**src/rtl/sw_feeder.sv**
```systemverilog
// Presents one byte at a time on a CPU switch bus. Each byte gets a one-cycle
// setup, a HOLD_CYCLES-long strobe pulse and a GAP_CYCLES-long idle gap.
module sw_feeder #(
   parameter int n           = 8,
   parameter int HOLD_CYCLES = 16,
   parameter int GAP_CYCLES  = 16
) (
   input  logic         clk,
   input  logic         n_reset,
   input  logic [n-1:0] in_data,
   input  logic         in_valid,
   output logic         in_ready,
   output logic [n:0]   sw_out,
   output logic         busy,
   output logic [7:0]   byte_count
);

   typedef enum logic [1:0] {IDLE, SETUP, HOLD, GAP} state_t;

   localparam logic [7:0] HOLD_LOAD = 8'(HOLD_CYCLES - 1);
   localparam logic [7:0] GAP_LOAD  = 8'(GAP_CYCLES - 1);

   state_t       state_q, state_d;
   logic [7:0]   cnt_q, cnt_d;
   logic [n-1:0] data_q, data_d;
   logic         strobe_q, strobe_d;
   logic [7:0]   count_q, count_d;

   assign in_ready   = (state_q == IDLE);
   assign busy       = (state_q != IDLE);
   assign sw_out     = {strobe_q, data_q};
   assign byte_count = count_q;

   always_comb begin
      state_d  = state_q;
      cnt_d    = cnt_q;
      data_d   = data_q;
      strobe_d = strobe_q;
      count_d  = count_q;
      case (state_q)
         IDLE: begin
            strobe_d = 1'b0;
            if (in_valid) begin
               data_d  = in_data;
               state_d = SETUP;
            end
         end
         SETUP: begin
            strobe_d = 1'b1;
            cnt_d    = HOLD_LOAD;
            state_d  = HOLD;
         end
         HOLD: begin
            // The byte only counts once its full strobe pulse has been shown.
            if (cnt_q != 8'd0) begin
               cnt_d = cnt_q - 8'd1;
            end else begin
               strobe_d = 1'b0;
               cnt_d    = GAP_LOAD;
               count_d  = count_q + 8'd1;
               state_d  = GAP;
            end
         end
         GAP: begin
            if (cnt_q != 8'd0) begin
               cnt_d = cnt_q - 8'd1;
            end else begin
               state_d = IDLE;
            end
         end
         default: state_d = IDLE;
      endcase
   end

   always_ff @(posedge clk) begin
      if (!n_reset) begin
         state_q  <= IDLE;
         cnt_q    <= 8'd0;
         data_q   <= '0;
         strobe_q <= 1'b0;
         count_q  <= 8'd0;
      end else begin
         state_q  <= state_d;
         cnt_q    <= cnt_d;
         data_q   <= data_d;
         strobe_q <= strobe_d;
         count_q  <= count_d;
      end
   end

endmodule

```
**config.mk**
```make
export PLATFORM = sky130hd
export DESIGN_NAME = sw_feeder
export DESIGN_NICKNAME = d
export VERILOG_FILES = /design/src/rtl/sw_feeder.sv
export SDC_FILE = /design/constraint.sdc
export NUM_CORES = 1
export LEC_CHECK = 0
export ABC_AREA = 0
export BUFFER_PORTS_ARGS = -buffer_cell sky130_fd_sc_hd__clkbuf_2
export CELL_PAD_IN_SITES_DETAIL_PLACEMENT = 1
export CELL_PAD_IN_SITES_GLOBAL_PLACEMENT = 1
export CORE_MARGIN = 8
export CORE_UTILIZATION = 43
export CTS_CLUSTER_SIZE = 10
export DETAILED_ROUTE_END_ITERATION = 8
export PLACE_DENSITY_LB_ADDON = 0.1
export SETUP_SLACK_MARGIN = 0.1
export SYNTH_ARGS = -nofsm -noshare
export SYNTH_HDL_FRONTEND = slang
export SYNTH_SLANG_ARGS = --single-unit
```
**constraint.sdc**
```tcl
create_clock -name clk -period 4.05 [get_ports clk]
set_input_delay 0.2025 -clock clk [delete_from_list [all_inputs] [get_ports clk]]
set_output_delay 0.2025 -clock clk [all_outputs]
set_load 0.05 [all_outputs]
```
# Word level (Yosys, flattened, before mapping)
# Cells that the tools add are included.
[op_classes]
reduce_logical = 10
add_sub_neg = 2
bitwise_logic = 1
n_mux = 9
eq_ne = 7
[ops]
columns = ["operator", "count"]
rows = [
  ["one-hot mux 8 bit (3 select lines)", 1],
  ["2-to-1 mux 8 bit", 2],
  ["adder 8 x 1 -> 8 bit, second input constant", 1],
  ["inequality test 2 bit, second input constant", 4],
  ["one-hot mux 2 bit (4 select lines)", 1],
  ["AND reduction 2 bit", 4],
  ["nonzero test 8 bit", 1],
  ["subtractor 8 x 1 -> 8 bit, second input constant", 1],
  ["2-to-1 mux 2 bit", 3],
  ["nonzero test 3 bit", 2],
  ["equality test 2 bit, second input constant", 2],
  ["one-hot mux 1 bit (3 select lines)", 1],
  ["AND reduction 3 bit", 1],
  ["equality test 2 x 1 -> 1 bit, second input constant", 1],
  ["logical NOT 2 bit", 1],
  ["nonzero test 2 bit", 1],
  ["2-to-1 mux 1 bit", 1],
  ["inverter 1 bit", 1],
]
[word_totals]
elab_cells = 34
inputBits = 11
out_inout_bits = 19
reg_bits = 27

# Logic depth before layout (Yosys ltp)
# Gate-level depths: netlist of run 1.
[depth]
ltp_word = 3
ltp_mapped = 7
depth_no_buf = 6

# Least setup slack after synthesis of run 1
# Ideal clock, no wire load.
[synth_path]
kind = "reg2reg"
from = "reg state_q[0]"
to = "reg state_q[0]"
required_ps = 3934
setup_time_ps = 116
arrival_time_ps = 1773
setup_slack_ps = 2161
path_buffers = 0
synth_period_minus_slack_ps = 1889
path_stages_with_launch = 6
cell_sequence = "dfxtp_1 -> inv_1 -> ha_1 -> inv_1 -> o22a_1 -> o211a_1"
[synth_between]
elab_chain_cells = 3
word_cells_on_any_way = 9
cone_classes = "eq/ne (6); mux (1); reduce/logical (2)"
[synth_lines]
columns = ["element", "line", "source"]
rows = [
  ["from (decl)", "23", "state_t state_q, state_d;"],
  ["from (signal assigned)", "83", "state_q <= state_d;"],
  ["logical NOT 2 bit *", "--", ""],
  ["net in_ready", "12", "output logic in_ready,"],
  ["inequality test 2 bit (no line)", "--", ""],
  ["AND reduction 3 bit (no line)", "--", ""],
]
# The timed path passes the listed nets; every way through them passes the cells marked *.
# A chain may end at the register's enable or synchronous reset.

# Worst setup path in the final report of run 1
[layout_path]
from = "reg state_q[0]"
to = "reg count_q[5], in the netlist byte_count[5]"
[layout_between]
elab_chain_cells = 2
[layout_lines]
columns = ["element", "line", "source"]
rows = [
  ["equality test 2 bit", "40", "case (state_q)"],
  ["AND reduction 2 bit (no line)", "--", ""],
  ["to (signal assigned)", "87", "count_q <= count_d;"],
  ["to (decl)", "27", "logic [7:0] count_q, count_d;"],
]
# Every way passes these cells.

==> impl_results.md, run 1 <==
* Status: completed
* Syn nets at 177
* Max_slew headroom at 59.64%
* Largest net degree at the start of global routing at 28
* Sequential fraction of the synthesis area at 38.33%
* Lkg Pwr at 0.7050 nW
* IO Port Bufs at 29
* Wire per inst at 14.69 um
* Synth Cell Area at 1410 sq um
* Final Hold Vio Count at 0
* Hold buffers post-CTS at 0
* Detailed placement HPWL at 2673 um
* Syn-to-layout area delta at 13.66%
* FF-to-FF path depth at 6
* Die ar. at 5368 sq um
* Critical path launch point: state_q[0]
* Crit. End Element: register
* Total GRT Usage at 12.96%
* Num CTS Buffers at 3
* Share of layout cells above drive strength 1 at 20.00%
* Cts repair resizes at 0
* VDD IR max at 0.3753 mV
* Top cells by area, synth: dfxtp_1, ha_1, nand3_1, a21boi_0, nand2_1
* Starting density of the core at 45.81%
* Synth Register Bits at 27
* PwrDens at 721.7 nW/um^2
* Initial antenna violation count at 0
* RSZ-0062 raised after global routing: false
* Final period utilization at 49.58%
* Buffer depth of the longest clock path at 2
* Post-CTS Setup Inserts at 0
* DIE WIDTH at 73.27 um
* DR vias at 1232
* Cell accounting for the most synthesized area: dfxtp_1
* Fraction of registers with async set or reset after synthesis at 0%
* Pwr Total at 1.157 mW
* Startpoint Class: register
* CTS clk-pin slew, worst paths at 0.15 ns
* Synth unique cells at 36
* CTS Root Cell: clkbuf_4
* Post-Syn Area per Cell at 8.925 sq um
* Worst-Skew Late Latency at 0.33 ns
* Drt total wl at 3364 um
* Max Fclk at 0.4980 GHz
* Initial DRT Pass Iterations at 4
* Vias in the first global route at 1282
* Detailed-route DRC error count at 0
* Detail Route Antenna Nets at 0
* Worst R2R Setup Slack at 2.04 ns
* HP Class: input pin to register
* YS warnings at 0
* CTS Sinks at 27
* Crit path time final at 2.008 ns
* Data arrival time of the worst path at 2.29 ns
* Predominant post-synthesis flop cell: dfxtp_1
* GP Congestion at 0.7745
* Req. time, crit path at 4.33 ns
* FF-to-FF End: byte_count[5]
* CP Max Fanout at 8
* Number of synthesized flops with an enable pin at 0
* Row cnt at 20
* Worst-case clock skew at 0.008437 ns
* Final setup violating endpoints at 0
* Initial DRC Count at 30
* H-tree depth at 1
* Core ar. at 3078 sq um
* Max Slew Vio Count at 0
* Post-synth top area share at 38.33%
* First-pass GRT wire length at 5651 um
* Overflow after GRT at 0
* Io pins at 30
* Critical R2R Launch: state_q[0]
* Syn Inst Count at 158
* Least-Margin Pin Slew at 0.6007 ns
* TritonCTS clock tree: yes
* Inserted Diodes at 0
* Critical path type: register to register
* Layout net count at 205
* Post-route setup TNS at 0 ns
* Vias per cell at 5.380
* Crit path to: byte_count[5]
* Max_cap viols at 0
* Chip Height at 73.27 um
* Hold_sp: in_data[3]
-- logic make-up (layout without fill, tap and decap cells) --
family                     count (synthesis)  after routing  synth area share, %
and+or+nand+nor                           66             66                26.26
AOI/OAI and AO/OA                         33             33                17.30
DFF                                       27             27                38.33
buffers and inverters                     14             41                4.525
adders and majority gates                  8              8                7.099
xor gates and xnor gates                   7              7                4.348
muxes                                      3              3                2.130
-- critical path: stages, from the launching register on --
cell and delay [ns]:
dfxtp_1 0.39, inv_1 0.10, ha_1 0.30, or4b_1 0.58, nor4_2 0.28, xor2_1 0.18, and2_1 0.14
-- worst min-delay path by stage --
stage / endpoint / slack (ns) / cells after the start
finish: data_q[3] / 0.11 / 3
global route: data_q[6] / 0.11 / 3
CTS: data_q[3] / 0.10 / 3
detailed placement: strobe_q / 0.46 / 2
global placement: strobe_q / 0.44 / 2
floorplan: cnt_q[0] / 0.34 / 2
-- stage by stage --
| stage | cell area, sq um | cells | hold WS (ns) | util [%] | worst slack, ns |
|---|---|---|---|---|---|
| 2_1_floorplan | 1410 | 158 | 0.3408 | - | 2.161 |
| 3_3_place_gp | 1577 | 225 | 0.4432 | 51.22 | 2.137 |
| 3_5_place_dp | 1577 | 225 | 0.4576 | 51.22 | 2.058 |
| 4_1_cts | 1603 | 229 | 0.1044 | 52.07 | 2.035 |
| 5_1_grt | 1603 | 229 | 0.1118 | 52.07 | 1.878 |
| 6_report | 1603 | 229 | 0.1115 | 52.07 | 2.042 |
-- power by group --
group          switching (mW)  internal (mW)
clock network          0.0797         0.0386
logic                   0.442          0.205
registers              0.0663          0.325
total                   0.588          0.568
-- final cells by class --
class / count / area (sq um)
clock buffers: 4 / 26.28
fillers: 405 / 1475
inverters: 8 / 30.03
multi-input cells: 117 / 805.8
flip-flops and latches: 27 / 540.5
well taps: 44 / 55.05
repair buffers: 29 / 145.1
-- sequential cells by signal, indices dropped and copies added, names as in the netlist --
signal / flops
data_q: 8
cnt_q: 8
byte_count: 8
strobe_q: 1
state_q: 2
-- metal layers --
layer | vias up | share of wire [%] | track usage [%]
li1 | 615 | - | -
met1 | 592 | 42 | 14.22
met2 | 19 | 52 | 24.03
met3 | 6 | 4.6 | 2.721
met4 | 0 | 1.3 | 4.000
met5 | - | 0 | 0
-- Yosys cell counts (2+ instances only) --
cell type and number:
a21boi_0 9, a21boi_1 2, a21oi_1 4, a31oi_1 4, and2_1 6, clkbuf_1 3, dfxtp_1 27, ha_1 8
inv_1 8, mux2i_1 3, nand2_1 17, nand3_1 14, nand4_1 4, nor2_1 8, nor3_1 4, o211a_1 2
o21ai_0 6, o31ai_1 2, or3_1 2, or4_1 3, or4b_1 2, xnor2_1 4, xor2_1 3
-- layout by cell type, fill, tap and decap left out, types with 2 or more instances in the layout --
| cell type | instances |
|---|---|
| clkbuf_2 | 29 |
| dfxtp_1 | 27 |
| nand2_1 | 17 |
| nand3_1 | 14 |
| a21boi_0 | 9 |
| inv_1 | 8 |
| nor2_1 | 8 |
| ha_1 | 8 |
| and2_1 | 6 |
| o21ai_0 | 6 |
| nor3_1 | 4 |
| nand4_1 | 4 |
| xnor2_1 | 4 |
| a31oi_1 | 4 |
| a21oi_1 | 4 |
| mux2i_1 | 3 |
| xor2_1 | 3 |
| or4_1 | 3 |
| clkbuf_4 | 3 |
| or4b_1 | 2 |
| or3_1 | 2 |
| a21boi_1 | 2 |
| o211a_1 | 2 |
| o31ai_1 | 2 |
Power figures use the tool's default switching activity.
==> run 2: changes to the inputs <==
- ABC_AREA: 0 -> 1
- CORE_UTILIZATION: 43 -> 34
- clock period: 4.05 -> 1.8 ns (I/O delays scaled with it)
==> run 2 against run 1 <==
Worst setup slack worse by 1.8 ns. Largest power group unchanged. Maximum frequency up 29%. Flip-flop and latch count unchanged. Combinational power rose to 2.5 times the previous value. Sequential power up 130%. Register-to-register slack worse by 1.8 ns. Cell area up 1.4%. Critical path depth up 3. Utilization down 11 points.
==> impl_results.md, run 2 <==
* Layout net count at 240
* Worst hold slack at 0.07086 ns
* Commonest non-fill, non-tap cells in the layout: nor2_1, nand2_1, clkbuf_2
* YS warnings at 0
* Final period utilization at 86.37%
* DR vias at 1279
* HP Class: input pin to register
* Fraction of registers with async set or reset after synthesis at 0%
* Number of synthesized flops with an enable pin at 0
* Io pins at 30
* CTS Root Cell: clkbuf_8
* Drt total wl at 3491 um
* Final core utilization at 41.23%
* Crit path time final at 1.555 ns
* Post-synth top area share at 39.24%
* Detailed-route DRC error count at 0
* Buffer depth of the longest clock path at 2
* TritonCTS clock tree: yes
* CTS Sinks at 27
* Overflow after GRT at 0
* H-tree depth at 1
* Row cnt at 23
* Initial DRT Pass Iterations at 4
* Num CTS Buffers at 3
* Core ar. at 3943 sq um
* PwrDens at 1770 nW/um^2
* Max Fclk at 0.6432 GHz
* Initial antenna violation count at 0
* Max_slew headroom at 67.18%
* Syn nets at 209
* Least-Margin Pin Slew at 0.4879 ns
* Post-CTS Setup Inserts at 0
* Detailed placement HPWL at 2743 um
* Predominant post-synthesis flop cell: dfxtp_1
* Req. time, crit path at 1.97 ns
* Cell accounting for the most synthesized area: dfxtp_1
* Final Hold Vio Count at 0
* CTS clk-pin slew, worst paths at 0.09 ns
* Chip Height at 79.65 um
* Worst R2R Setup Slack at 0.25 ns
* First-pass GRT wire length at 6051 um
* Syn Inst Count at 190
* Vias per cell at 4.737
* Synth unique cells at 25
* RSZ-0062 raised after global routing: true
* Hold buffers post-CTS at 0
* Largest stage delay, worst path at 0.40 ns
* Max Slew Vio Count at 0
* Top cells by area, synth: dfxtp_1, nor2_1, nand2_1, ha_1, inv_1
* Most common cell in the netlist: nor2_1
* Largest net degree at the start of global routing at 16
* Starting density of the core at 34.94%
* Inserted Diodes at 0
* CP Max Fanout at 15
* Worst-case clock skew at 0.003759 ns
* FF-to-FF path depth at 9
* Detail Route Antenna Nets at 0
* Post-Syn Area per Cell at 7.250 sq um
* Crit. End Element: register
* Initial DRC Count at 36
* Cell Chain, Critical Path: inv_1 > ha_4 > inv_1 > nor2_1 > inv_1 > nand2_4 > nand3_1 > nor2_1 > nor2_1
* Lkg Pwr at 0.7313 nW
* Syn-to-layout area delta at 17.98%
* Critical path type: register to register
* Data arrival time of the worst path at 1.73 ns
* Final non-filler cell total at 270
* Startpoint Class: register
* Synth Register Bits at 27
* Worst-Skew Late Latency at 0.27 ns
* Status: completed
* Wire per inst at 12.93 um
* Cts repair resizes at 0
* Vias in the first global route at 1374
* Worst hold path depth at 3
* Pwr Total at 2.877 mW
* Share of layout cells above drive strength 1 at 22.27%
* Die ar. at 6344 sq um
* Total GRT Usage at 11.75%
* Max_cap viols at 0
* Post-route setup TNS at 0 ns
* Synth Cell Area at 1378 sq um
* GP Congestion at 0.6979
* Sequential fraction of the synthesis area at 39.24%
* IO Port Bufs at 29
* Final setup violating endpoints at 0
* Most common cell after layout, fill and taps aside: nor2_1
* DIE WIDTH at 79.65 um
* VDD IR max at 0.5153 mV
* Synth cell count leaders: nor2_1, nand2_1, dfxtp_1
* CP max-delay cell: dfxtp_1
* Cell count after placement at 266
run 2: report_power, final:
group          leakage (nW)  total [mW]  internal [mW]  switching (mW)
Combinational         0.487        1.64          0.488            1.15
Clock                0.0228       0.346          0.159           0.187
Sequential            0.221       0.891          0.758           0.134
Total                 0.731        2.88           1.40            1.47
run 2: path summary, 6_finish.rpt:
kind         startpoint         to
max reg2reg  state_q[0]   cnt_q[0]
min          in_data[1]  data_q[1]
min reg2reg    strobe_q   strobe_q
max          state_q[0]   cnt_q[0]
run 2: cells by family (layout without fill, tap and decap cells):
| family | after synthesis | count (layout) | synth area share (%) |
|---|---|---|---|
| AOI/OAI and AO/OA | 27 | 27 | 10.63 |
| xor gates and xnor gates | 3 | 3 | 1.908 |
| adders and majority gates | 8 | 8 | 7.266 |
| buffers and inverters | 24 | 54 | 7.902 |
| DFF | 27 | 27 | 39.24 |
| and+or+nand+nor | 101 | 101 | 33.06 |
run 2: layer usage:
| layer | GRT usage [%] | up-vias | share of wire, % |
|---|---|---|---|
| met5 | 0 | - | 0 |
| met4 | 3.889 | 0 | 1.2 |
| met3 | 2.365 | 4 | 4.7 |
| met2 | 22.17 | 18 | 51 |
| met1 | 12.55 | 599 | 43 |
| li1 | - | 658 | - |
run 2: metrics by stage:
step | area [sq um] | setup slack [ns]
final | 1625 | 0.2454
after global routing | 1625 | 0.09244
after CTS | 1620 | 0.2233
after detailed placement | 1575 | 0.2283
after global placement | 1575 | 0.2754
after floorplan | 1394 | 0.1447
run 2: critical path: cells and delay by family, from the launching register on:
kind	cells	cell delay [ns]
and+or+nand+nor	5	0.53
DFF	1	0.40
adders and majority gates	1	0.28
buffers and inverters	3	0.25
run 2: final cells by class:
type                            count  area [sq um]
Fill cell                         509          2317
Multi-Input combinational cell    139         745.7
Sequential cell                    27         540.5
Timing Repair Buffer               30         152.6
Inverter                           20         78.83
Tap cell                           50         62.56
Clock buffer                        4         45.04
